<file path="src/rtl/tpu_ctrl_pkg.sv">
// Shared control definitions for the tile scheduler: FSM state encoding and
// tile-count width helpers used by the scheduler and its index counter.
package tpu_ctrl_pkg;

  localparam int DEF_WIDTH_HEIGHT = 16;
  localparam int DEF_MAX_OUT_ROWS = 128;
  localparam int DEF_MAX_OUT_COLS = 128;

  // Index width for a given output extent; never narrower than one bit.
  function automatic int tile_idx_w(input int max_out, input int tile_edge);
    return ((max_out / tile_edge) > 1) ? $clog2(max_out / tile_edge) : 1;
  endfunction

  localparam int TILE_ROW_W = tile_idx_w(DEF_MAX_OUT_ROWS, DEF_WIDTH_HEIGHT);
  localparam int TILE_COL_W = tile_idx_w(DEF_MAX_OUT_COLS, DEF_WIDTH_HEIGHT);

  typedef enum logic [1:0] {
    ST_IDLE  = 2'd0,
    ST_ISSUE = 2'd1,
    ST_WAIT  = 2'd2,
    ST_DONE  = 2'd3
  } sched_state_e;

endpackage

</file>
<file path="src/rtl/submat_counter.sv">
// 2-D tile index counter: row index runs fastest, column advances on row wrap.
// Exposes the row-wrap flag and a last-tile flag for address bookkeeping.
module submat_counter #(
  parameter int RW = 3,
  parameter int CW = 3
) (
  input  logic          clk,
  input  logic          reset,
  input  logic          clear,
  input  logic          advance,
  input  logic [RW:0]   count_row,
  input  logic [CW:0]   count_col,
  output logic [RW-1:0] row,
  output logic [CW-1:0] col,
  output logic          row_last,
  output logic          last
);

  // Compare index+1 against the count so a zero count never underflows.
  assign row_last = (({1'b0, row} + (RW+1)'(1)) == count_row);
  assign last     = row_last && (({1'b0, col} + (CW+1)'(1)) == count_col);

  always_ff @(posedge clk) begin
    if (reset || clear) begin
      row <= '0;
      col <= '0;
    end else if (advance) begin
      if (row_last) begin
        row <= '0;
        col <= col + CW'(1);
      end else begin
        row <= row + RW'(1);
      end
    end
  end

endmodule

</file>
<file path="src/rtl/master_tile_scheduler.sv">
// Walks the output matrix tile by tile, launching one multiply per tile and
// waiting for its completion; addresses are stepped incrementally.
module master_tile_scheduler
  import tpu_ctrl_pkg::*;
#(
  parameter int WIDTH_HEIGHT = 16,
  parameter int ADDR_WIDTH   = 16,
  parameter int MAX_OUT_ROWS = 128,
  parameter int MAX_OUT_COLS = 128,
  localparam int RW = tile_idx_w(MAX_OUT_ROWS, WIDTH_HEIGHT),
  localparam int CW = tile_idx_w(MAX_OUT_COLS, WIDTH_HEIGHT)
) (
  input  logic                  clk,
  input  logic                  reset,
  input  logic                  start,
  input  logic [RW:0]           num_submat_row,
  input  logic [CW:0]           num_submat_col,
  input  logic [ADDR_WIDTH-1:0] base_weight,
  input  logic [ADDR_WIDTH-1:0] base_data,
  input  logic [ADDR_WIDTH-1:0] weight_stride,
  input  logic [ADDR_WIDTH-1:0] data_stride,
  input  logic                  mult_done,
  output logic                  mult_start,
  output logic [ADDR_WIDTH-1:0] tile_weight_addr,
  output logic [ADDR_WIDTH-1:0] tile_data_addr,
  output logic [RW-1:0]         accum_table_submat_row,
  output logic [CW-1:0]         accum_table_submat_col,
  output logic                  busy,
  output logic                  done,
  output sched_state_e          state
);

  sched_state_e          state_next;
  logic [RW:0]           count_row;
  logic [CW:0]           count_col;
  logic [ADDR_WIDTH-1:0] data_base;
  logic [ADDR_WIDTH-1:0] weight_step;
  logic [ADDR_WIDTH-1:0] data_step;
  logic                  accept;
  logic                  step;
  logic                  row_last;
  logic                  last;

  assign accept = (state == ST_IDLE) && start;
  assign step   = (state == ST_WAIT) && mult_done && !last;

  submat_counter #(.RW(RW), .CW(CW)) u_counter (
    .clk      (clk),
    .reset    (reset),
    .clear    (accept),
    .advance  (step),
    .count_row(count_row),
    .count_col(count_col),
    .row      (accum_table_submat_row),
    .col      (accum_table_submat_col),
    .row_last (row_last),
    .last     (last)
  );

  always_comb begin
    state_next = state;
    case (state)
      ST_IDLE: if (start) begin
        state_next = ((num_submat_row == '0) || (num_submat_col == '0)) ? ST_DONE : ST_ISSUE;
      end
      ST_ISSUE: state_next = ST_WAIT;
      ST_WAIT:  if (mult_done) state_next = last ? ST_DONE : ST_ISSUE;
      ST_DONE:  state_next = ST_IDLE;
      default:  state_next = ST_IDLE;
    endcase
  end

  always_ff @(posedge clk) begin
    if (reset) begin
      state            <= ST_IDLE;
      count_row        <= '0;
      count_col        <= '0;
      data_base        <= '0;
      weight_step      <= '0;
      data_step        <= '0;
      tile_weight_addr <= '0;
      tile_data_addr   <= '0;
    end else begin
      state <= state_next;
      if (accept) begin
        count_row        <= num_submat_row;
        count_col        <= num_submat_col;
        data_base        <= base_data;
        weight_step      <= weight_stride;
        data_step        <= data_stride;
        tile_weight_addr <= base_weight;
        tile_data_addr   <= base_data;
      end else if (step) begin
        // Row wrap restarts the data walk and moves to the next weight column.
        if (row_last) begin
          tile_data_addr   <= data_base;
          tile_weight_addr <= tile_weight_addr + weight_step;
        end else begin
          tile_data_addr <= tile_data_addr + data_step;
        end
      end
    end
  end

  assign mult_start = (state == ST_ISSUE);
  assign busy       = (state == ST_ISSUE) || (state == ST_WAIT);
  assign done       = (state == ST_DONE);

endmodule

</file>
<file path="config.mk">
export PLATFORM = sky130hd
export DESIGN_NAME = master_tile_scheduler
export DESIGN_NICKNAME = d
export VERILOG_FILES = /design/src/rtl/tpu_ctrl_pkg.sv /design/src/rtl/submat_counter.sv /design/src/rtl/master_tile_scheduler.sv
export SDC_FILE = /design/constraint.sdc
export NUM_CORES = 1
export LEC_CHECK = 0
export BUFFER_PORTS_ARGS = -buffer_cell sky130_fd_sc_hd__buf_2
export CAP_MARGIN = 20
export CORE_UTILIZATION = 35
export DETAILED_ROUTE_END_ITERATION = 10
export PLACE_DENSITY = 0.58
export SYNTH_ARGS = -nofsm -noshare
export SYNTH_HDL_FRONTEND = slang
export SYNTH_SLANG_ARGS = --single-unit
</file>
<file path="constraint.sdc">
create_clock -name clk -period 7 [get_ports clk]
set_input_delay 0 -clock clk [delete_from_list [all_inputs] [get_ports clk]]
set_output_delay 0 -clock clk [all_outputs]
set_load 0.005 [all_outputs]
</file>
==> impl_metrics.yaml <==
die:
  dieArea_mm2: 0.0159
  row_count: 44
  design.core.area_mm2: 0.0148
  die_h_um: 126
  io_pins: 119
  start_util_pct: 36.5
  die_w_um: 126
setup_path:
  worstSetupStartpoint: "u_counter.row[0]"
  worstSetupEndpoint: "tile_weight_addr[15]"
  critPathArrivalTime_ns: 3.35
  r2r-start: "u_counter.row[0]"
  path_max_fanout: 28
  r2r_end: "tile_weight_addr[15]"
  end_kind: "register"
  startpoint_type: "register"
  worstSetupPathType: "register to register"
  r2r_cells: 7
  required_ns: 7.28
  r2r_slack_ns: 3.93
route:
  firstDrtPassIters: 4
  num_vias: 5452
  drc_errors: 0
  drtIter0Drc: 375
  avgViaCountPerCell: 5.28
  wirelength_mm: 16.3
  antenna_left: 0
  wl_per_cell_um: 15.8
synthesis:
  synth_edf_count: 0
  synth.distinct_cells: 60
  ys_seq_elements: 96
  synthCells: 675
  syn_area_mm2: 0.00538
  syn_nets: 790
  syn_area_per_cell_um2: 7.97
  yosysSeqAreaShare_pct: 35.7
  ys_warn_count: 0
  yosys_most_used_dff: "dfxtp_1"
  ys_async_sr_fraction_pct: 0
sta:
  slew_viol_final: 0
  fmax_mhz: 326
  skew_ns: 0.00797
  finalSetupViolCount: 0
  finalHoldViolations: 0
  relSlewSlack_pct: 31.0
  min_period_ns: 3.07
  period_share_pct: 43.8
  setup_slack_ns: 3.93
  final.setup.tns_ns: 0
  grt_setup_unrepaired: "no"
  tightestPinTransition_ns: 1.03
power_and_ir_drop:
  power_density_mw_per_mm2: 222
  ir_drop_v: 0.000131
  leakagePower_nw: 3.13
clock_network:
  clockRootBuffer: "clkbuf_16"
  post_cts_buffers: 0
  path_clk_slew_ns: 0.07
  cts_tree: "built"
  clk_latency_ns: 0.36
  h-tree-depth: 3
  cts_buffer_depth: 2
  cts_made_buffers: 9
  cts_sinks: 96
placed_design:
  pre_cts_ws_ns: 3.94
  routabilityCongestion: 0.834
  place_hpwl_mm: 11.5
  io_buffer_count: 118
min_path:
  hp-class: "primary input to register"
global_route:
  grt_pass1_vias: 5285
  antenna_found_initial: 0
  grt.overflow.total: 0
  grt_pass1_wl_mm: 26.2
  grt_max_degree: 81
  grtUsageTotal_pct: 20.9
status:
  status: "finished, final reports clean"
final_layout:
  drive_above_1_share_pct: 18.0
  syn_to_final_growth_pct: 31.4
  antenna_cells: 0
  post-route-util_pct: 47.9
  fin_nets: 959
flow_run:
  cap_viol_max_count: 0
## layout make-up
class	count	area (um^2)
Clock buffer	14	274
Clock inverter	2	12.5
Fill cell	1464	7680
Inverter	12	45.0
Multi-Input combinational cell	532	3260
Sequential cell	96	1920
Tap cell	184	230
Timing Repair Buffer	193	1330
## cells by family (layout without fill, tap and decap cells)
logic type,count (synthesis),after routing,synth area share (%)
compound gates,211,211,26.0
buf+inv,47,221,3.81
fa+ha+maj,39,39,9.35
simple gates,248,248,19.5
mux,5,5,0.930
xor+xnor,29,29,4.72
flops,96,96,35.7
## cells in the final DEF, fill, tap and decap left out, drive strengths merged, types with 12 or more instances in the layout
master,n
a21o,18
a21oi,89
buf,123
clkbuf,14
dfxtp,96
dlygate4sd3,70
ha,37
inv,12
nand2,161
nand3,12
nor2,36
o21ai,32
xnor2,18
## synth_stat cells (all sizes together), types with 4 or more instances
cell type,instances,area (um^2)
a2111oi,4,41.3
a21o,18,135
a21oi,89,445
a311oi,10,131
a31oi,8,50.1
and2,5,31.3
and3,4,25.0
buf,12,73.8
clkbuf,23,86.3
dfxtp,96,1920
ha,37,463
inv,12,45.0
mux2i,5,50.1
nand2,161,604
nand3,12,60.1
nor2,36,135
nor2b,4,25.0
nor3,9,50.1
o211a,4,40.0
o211ai,7,57.6
o21ai,32,160
o21bai,5,37.5
o22ai,4,25.0
or3,6,42.5
xnor2,18,158
xor2,11,96.3
## critical path, cell delays in order, from the launching register on
cell and delay [ns]:
dfxtp_1 0.45, ha_1 0.25, xor2_1 0.21, and4b_1 0.27
o211ai_2 0.27, or3_1 0.86, or3_1 0.51, a31oi_1 0.15
## routing by layer
layer	up-vias	track usage [%]	wire [um]
met5	-	0	0
met4	0	6.45	199
met3	15	3.65	703
met2	124	35.1	7660
met1	2572	27.3	7710
li1	2741	-	-
## where the power goes
| part | internal [W] | switching, W |
|---|---|---|
| combinational | 0.000188 | 0.000247 |
| clock | 0.000270 | 0.000212 |
| sequential | 0.000603 | 0.0000474 |
| total | 0.00106 | 0.000506 |
## flip-flops by register name (all words and copies together), names as in the netlist
| register | flops |
|---|---|
| state | 2 |
| count_row | 4 |
| weight_step | 16 |
| count_col | 4 |
| data_base | 16 |
| u_counter.col | 3 |
| tile_weight_addr | 16 |
| data_step | 16 |
| tile_data_addr | 16 |
| u_counter.row | 3 |
## repair_timing
action	4_1_cts	5_1_grt
endpoints found under the hold margin	83	0
hold buffers	70	0
gates resized for setup	0	0
## how the worst min path moves through the flow
stage,startpoint,endpoint,depth (start not counted)
after floorplan,base_weight[2],tile_weight_addr[2],2
after global placement,base_weight[2],tile_weight_addr[2],3
after detailed placement,base_weight[2],tile_weight_addr[2],3
after CTS,base_weight[8],tile_weight_addr[8],3
after global routing,base_weight[8],tile_weight_addr[8],3
final,base_weight[8],tile_weight_addr[8],3
## per-stage QoR
stage	hold slack [ns]	total power, W	instances	area [um^2]
2_1_floorplan	0.109	0.000929	675	5380
3_3_place_gp	0.231	0.00105	946	6070
3_5_place_dp	0.242	0.00107	946	6070
4_1_cts	0.0288	0.00158	1032	7060
5_1_grt	0.0570	0.00166	1033	7070
6_report	0.0299	0.00157	1033	7070
Note: power is estimated with default switching activity, not from simulation.
